--- src/rtl/dmem_arbiter.sv ---
// Round-robin arbiter sharing one single-port synchronous data memory between the
// processor data port (0) and a host/loader port (1); one transaction in flight.
module dmem_arbiter #(
  parameter int WORD_SIZE  = 16,
  parameter int ADDR_WIDTH = 12
) (
  input  logic                  Clock,
  input  logic                  Reset,
  input  logic                  P0_Read,
  input  logic                  P0_Write,
  input  logic [WORD_SIZE-1:0]  P0_Addr,
  input  logic [WORD_SIZE-1:0]  P0_WrData,
  output logic [WORD_SIZE-1:0]  P0_RdData,
  output logic                  P0_Waitreq,
  input  logic                  P1_Read,
  input  logic                  P1_Write,
  input  logic [WORD_SIZE-1:0]  P1_Addr,
  input  logic [WORD_SIZE-1:0]  P1_WrData,
  output logic [WORD_SIZE-1:0]  P1_RdData,
  output logic                  P1_Waitreq,
  output logic [ADDR_WIDTH-1:0] MemAddr,
  output logic [WORD_SIZE-1:0]  MemWrData,
  output logic                  MemWren,
  input  logic [WORD_SIZE-1:0]  MemQ,
  output logic                  Grant,
  output logic                  Busy
);

  typedef enum logic [1:0] {IDLE, ACCESS, RDATA} state_t;

  state_t                  state, state_nxt;
  logic                    ptr;
  logic                    grant;
  logic                    req0, req1;
  logic                    take, win;
  logic                    done0, done1;
  logic                    rdv0, rdv1;
  logic [WORD_SIZE-1:0]    rd_hold0, rd_hold1;
  logic [ADDR_WIDTH-1:0]   addr_p0;
  logic [WORD_SIZE-1:0]    wrdata_p0;
  logic                    wr_p0;
  logic                    unused_addr_hi;

  assign req0 = P0_Read | P0_Write;
  assign req1 = P1_Read | P1_Write;
  assign unused_addr_hi = ^{P0_Addr[WORD_SIZE-1:ADDR_WIDTH], P1_Addr[WORD_SIZE-1:ADDR_WIDTH]};

  always_comb begin
    state_nxt = state;
    take      = 1'b0;
    win       = 1'b0;
    done0     = 1'b0;
    done1     = 1'b0;
    rdv0      = 1'b0;
    rdv1      = 1'b0;
    case (state)
      IDLE: begin
        if (req0 | req1) begin
          take      = 1'b1;
          win       = (req0 & req1) ? ptr : req1;
          state_nxt = ACCESS;
        end
      end
      ACCESS: begin
        if (wr_p0) begin
          done0     = ~grant;
          done1     = grant;
          state_nxt = IDLE;
        end else begin
          state_nxt = RDATA;
        end
      end
      RDATA: begin
        done0     = ~grant;
        done1     = grant;
        rdv0      = ~grant;
        rdv1      = grant;
        state_nxt = IDLE;
      end
      default: state_nxt = IDLE;
    endcase
    // No completion is reported while reset is held.
    done0 = done0 & Reset;
    done1 = done1 & Reset;
    rdv0  = rdv0 & Reset;
    rdv1  = rdv1 & Reset;
  end

  always_ff @(posedge Clock) begin
    if (!Reset) begin
      state    <= IDLE;
      ptr      <= 1'b0;
      grant    <= 1'b0;
      rd_hold0 <= '0;
      rd_hold1 <= '0;
    end else begin
      state <= state_nxt;
      if (take) begin
        grant <= win;
        ptr   <= ~win;
      end
      if (rdv0) rd_hold0 <= MemQ;
      if (rdv1) rd_hold1 <= MemQ;
    end
  end

  // Grant stage: winner's request captured here, used unchanged in ACCESS
  always_ff @(posedge Clock) begin
    if (take) begin
      addr_p0   <= win ? P1_Addr[ADDR_WIDTH-1:0] : P0_Addr[ADDR_WIDTH-1:0];
      wrdata_p0 <= win ? P1_WrData : P0_WrData;
      wr_p0     <= win ? P1_Write : P0_Write;
    end
  end

  assign MemAddr    = addr_p0;
  assign MemWrData  = wrdata_p0;
  assign MemWren    = (state == ACCESS) & wr_p0 & Reset;
  assign Busy       = (state != IDLE);
  assign Grant      = grant;
  assign P0_Waitreq = req0 & ~done0;
  assign P1_Waitreq = req1 & ~done1;
  assign P0_RdData  = rdv0 ? MemQ : rd_hold0;
  assign P1_RdData  = rdv1 ? MemQ : rd_hold1;

endmodule
--- config.mk ---
export PLATFORM = sky130hd
export DESIGN_NAME = dmem_arbiter
export DESIGN_NICKNAME = d
export VERILOG_FILES = /design/src/rtl/dmem_arbiter.sv
export SDC_FILE = /design/constraint.sdc
export NUM_CORES = 1
export LEC_CHECK = 0
export BUFFER_PORTS_ARGS = -buffer_cell sky130_fd_sc_hd__buf_2
export CAP_MARGIN = 10
export CELL_PAD_IN_SITES_DETAIL_PLACEMENT = 1
export CELL_PAD_IN_SITES_GLOBAL_PLACEMENT = 1
export CORE_MARGIN = 2
export CORE_UTILIZATION = 25
export CTS_BUF_LIST = sky130_fd_sc_hd__clkbuf_16
export DETAILED_ROUTE_END_ITERATION = 10
export HOLD_SLACK_MARGIN = 0.1
export PLACE_DENSITY = 0.63
export SKIP_LAST_GASP = 1
export SYNTH_ARGS = -nofsm -noshare
export SYNTH_HDL_FRONTEND = slang
export SYNTH_SLANG_ARGS = --single-unit
--- constraint.sdc ---
create_clock -name Clock -period 3.4 [get_ports Clock]
set_clock_uncertainty 0.2 [all_clocks]
set_input_delay 0.34 -clock Clock [delete_from_list [all_inputs] [get_ports Clock]]
set_output_delay 0.34 -clock Clock [all_outputs]
set_load 0.05 [all_outputs]
## Word level (Yosys, flattened, before mapping)

Cells that the tools add are included.

| word-level totals | value |
|---|---|
| output and inout bits | 65 |
| word-level logic and storage cells | 48 |
| register bits | 65 |
| bits of input ports | 86 |

| operators by class | value |
|---|---|
| multiplexer cells | 19 |
| bitwise gates (word level) | 16 |
| reductions and logical operators | 2 |
| equal/unequal tests | 3 |

Operators with widths:

| operator | number |
|---|---|
| 16-bit 2-to-1 mux | 3 |
| 12-bit 2-to-1 mux | 1 |
| 1-bit 2-to-1 mux | 10 |
| 1-bit bitwise AND | 9 |
| 2-bit 2-to-1 mux | 2 |
| 1-bit inverter | 4 |
| 1-bit one-hot mux with 2 select lines | 2 |
| 2-bit one-hot mux with 2 select lines | 1 |
| 1-bit bitwise OR | 3 |
| 2-bit by 1-bit == test with 1-bit output, second input constant | 1 |
| 2-bit == test, second input constant | 1 |
| 2-bit zero test | 1 |
| 2-bit inequality test, second input constant | 1 |
| 2-bit nonzero test | 1 |

## Depth between registers and ports, before layout

| depth | value |
|---|---|
| depth in word-level cells | 6 |
| mapped depth | 6 |
| depth with buffers taken out | 5 |

## Worst setup path before layout

No wires, ideal clock.

| path | value |
|---|---|
| path kind | reg-to-reg |
| from | register state[0] |
| to | register addr_p0[0] (netlist: MemAddr[0]), enable pin |
| setup slack | 543 ps |
| cell stages (with the launch flop) | 5 |
| buffers on the path | 0 |
| arrival time | 2239 ps |
| required time | 2782 ps |
| clock period less this slack | 2857 ps |
| setup time | 418 ps |
| cell sequence | dfxtp_1 -> inv_1 -> ha_1 -> inv_1 -> nor2_1 |

| on the way | value |
|---|---|
| word-level cells in the longest chain between the ends | 2 |

Ends and longest elaborated chain:

| element | RTL line | text |
|---|---|---|
| start: declaration | 31 | `state_t state, state_nxt;` |
| start signal: assignment | 97 | `state <= state_nxt;` |
| 2-bit zero test | 56 | `case (state)` |
| 1-bit 2-to-1 mux | 56 |  |
| via take | 35 | `logic take, win;` |
| end signal: assignment | 110 | `addr_p0 <= win ? P1_Addr[ADDR_WIDTH-1:0] : P0_Addr[ADDR_WIDTH-1:0];` |
| end: declaration | 39 | `logic [ADDR_WIDTH-1:0] addr_p0;` |

The timed path passes the listed nets, and every way through them passes these cells.
A chain may end at the register's enable or synchronous reset.

## Worst setup path after layout

| path | value |
|---|---|
| from | register state[0] |
| to | register addr_p0[7] (netlist: MemAddr[7]) (data pin) |

| on the way | value |
|---|---|
| word-level cells in the longest chain between the ends | 3 |

Ends and longest elaborated chain:

| element | RTL line |
|---|---|
| 2-bit zero test | 56 |
| 1-bit 2-to-1 mux | 56 |
| 12-bit 2-to-1 mux | 110 |

Every way passes these cells.

==> impl_metrics.yaml <==
placed_design:
  io_buffers: 142
  place_area_um2: 3675
  post-dp-hpwl_um: 5352
  place_congestion: 0.7182
  dp_slack_ns: 0.8976
  placed_cells: 474
worst_setup_path:
  critPathKind: "reg -> reg"
  worstPathCellList: "inv_1, ha_1, o221ai_2, buf_4, mux2_2, dlygate4sd3_1"
  worst_path_max_delay_cell: "dlygate4sd3_1"
  end_kind: "flip-flop"
  critPathArrivalTime_ns: 2.48
  cp.required_ns: 3.28
  cp_max_fo: 28
  critPathTopFamily: "buffers and inverters"
  rr_worst_depth: 6
  r2r_slack_ns: 0.80
  timing.rr.end: "MemAddr[7]"
  cp_num_buf_inv: 3
  r2r_start: "state[0]"
  slowest_delay_ns: 0.57
  startpoint_type: "flip-flop"
routing:
  wl_per_cell_um: 14.84
  via_per_inst: 4.279
  drtAntennaViolNets: 0
  drc: 0
  dr.pass1.iters: 4
  drtIter0Drc: 45
  wl_um: 7507
  vias: 2165
logic_synthesis:
  yosysTopAreaCell: "edfxtp_1"
  synth_top_cells_by_area: "edfxtp_1, dfxtp_1, mux2_2, mux2_4, and2_1"
  synthesis.nets: 288
  synth_edf_count: 29
  synthFlopType: "dfxtp_1"
  synth_top_area_share_pct: 30.91
  yosys-top-cells-count: "mux2_2, dfxtp_1, and2_1, edfxtp_1, mux2_4"
  yosysWarnings: 0
  syn_inst: 199
  yosysUniqueCellTypes: 25
  syn_area_um2: 2818
  syn_area_per_cell_um2: 14.16
  yosysMostFrequentCell: "mux2_2"
  async_reset_ff_share_pct: 0
  synth-seq-area-share_pct: 56.48
  synth-seq-cells: 65
worst_hold_path:
  worstHoldEndpoint: "MemWrData[5]"
  holdCritStartpoint: "P0_WrData[5]"
  hold_depth: 2
  hold_path_class: "in -> reg"
power_and_ir_drop:
  leakage_nw: 2.002
  max-vdd-ir-drop_mv: 0.2340
  powerDensity_nw_per_um2: 575.0
floorplan:
  num_rows: 38
  core_um2: 10940
  die_x_um: 110.2
  die_y_um: 110.2
  pin_count: 151
  die_area_um2: 12140
  start_util_pct: 25.77
grt:
  grt_usage_pct: 12.74
  grt-ovfl-total: 0
  antenna_found_initial: 0
  grt_pass1_vias: 2354
  grt_max_degree: 42
  grt_pass1_wl_um: 11390
sta:
  worstMarginPinSlew_ns: 0.7437
  relSlewSlack_pct: 49.96
  setup_tns_ns: 0
  period_share_pct: 76.51
  min_period_ns: 2.601
  grt_setup_unrepaired: "false"
  slew_viol_final: 0
  setup_ws_ns: 0.7987
  fmax_ghz: 0.3844
  hold_viol_final: 0
  whs_ns: 0.1116
  finalSetupViolations: 0
clock_network:
  cts_resized: 0
  clockRootBuffer: "clkbuf_16"
  clkLatencyLatePin_ns: 0.33
  cts_setup_buffers: 0
  cts.sinks: 65
  numCtsBuffers: 9
  htree_levels: 3
  ctsLongestPathBuffers: 2
  path_clk_slew_ns: 0.06
  cts_tree: "yes"
  ctsHoldBuffers: 16
layout:
  fillers: 1226
  fin_area_um2: 4155
  area_growth_pct: 47.47
  diodes: 0
  fin_nets: 450
  drive_gt1_share_pct: 61.20
  fin_cells: 506
status:
  status: "complete, no violations"
flow_run:
  cap_violations: 0
## report_power, final
| group | internal (mW) | total [mW] | switching (mW) |
|---|---|---|---|
| logic | 0.154 | 0.486 | 0.332 |
| clock network | 0.640 | 0.989 | 0.350 |
| registers | 0.894 | 0.914 | 0.0202 |
## state kept, by name (all words and copies together) (netlist names)
signal / count
MemWrData: 16
rd_hold0: 16
rd_hold1: 16
MemAddr: 12
state: 2
Grant: 1
ptr: 1
wr_p0: 1
## metal layers
| layer | vias to the layer above | GRT usage (%) | wire length (um) |
|---|---|---|---|
| met1 | 1005 | 12.90 | 2883 |
| li1 | 1042 | - | - |
| met2 | 110 | 21.43 | 3556 |
| met4 | 0 | 5.357 | 115 |
| met3 | 8 | 7.349 | 951 |
| met5 | - | 0 | 0 |
## through the flow
stage	util, %	power (mW)
after floorplan	-	1.268
final	38.00	2.389
after global placement	33.60	1.398
after CTS	38.00	2.429
after detailed placement	33.60	1.405
after global routing	38.00	2.492
## layout make-up
class	count	area, um2	area share, %
Sequential cell	65	1592	38.30
Clock inverter	7	95.09	2.288
Timing Repair Buffer	160	885.9	21.32
Clock buffer	9	225.2	5.420
Inverter	4	15.01	0.3613
Tap cell	140	175.2	4.216
Multi-Input combinational cell	121	1167	28.09
## kinds of logic (layout without fill, tap and decap cells)
group,count (synthesis),count (layout),share of synthesized area [%]
simple gates,48,48,10.66
buf+inv,13,180,2.397
mux,60,60,26.64
fa+ha+maj,3,3,1.332
flops,65,65,56.48
compound gates,10,10,2.487
## cells in the final DEF (no fill, tap or decap)
cell	count
a211oi_1	2
a21oi_1	4
a41o_1	1
and2_1	32
and3_1	1
buf_2	142
buf_4	2
bufinv_16	2
clkbuf_16	9
clkinv_2	1
clkinvlp_4	4
dfxtp_1	36
dlygate4sd3_1	16
edfxtp_1	29
ha_1	3
inv_1	4
mux2_2	40
mux2_4	20
nand2_1	3
nand2b_1	1
nand3_1	1
nand3_4	1
nand3b_4	1
nor2_1	5
nor2_2	1
nor3_1	1
nor4_1	1
o211a_1	1
o221ai_2	1
o22ai_1	1
## worst max path at each step
stage                     to  cells past startpoint  slack (ns)     start
6_report          MemAddr[7]                      6        0.80  state[0]
5_1_grt         MemWrData[1]                      6        0.68  state[1]
4_1_cts        P0_RdData[12]                      5        0.81  state[0]
3_5_place_dp   P1_RdData[13]                      4        0.90     Reset
3_3_place_gp    P0_RdData[5]                      4        0.90     Reset
2_1_floorplan     MemAddr[0]                      4        0.54  state[0]
Power figures use the tool's default switching activity.
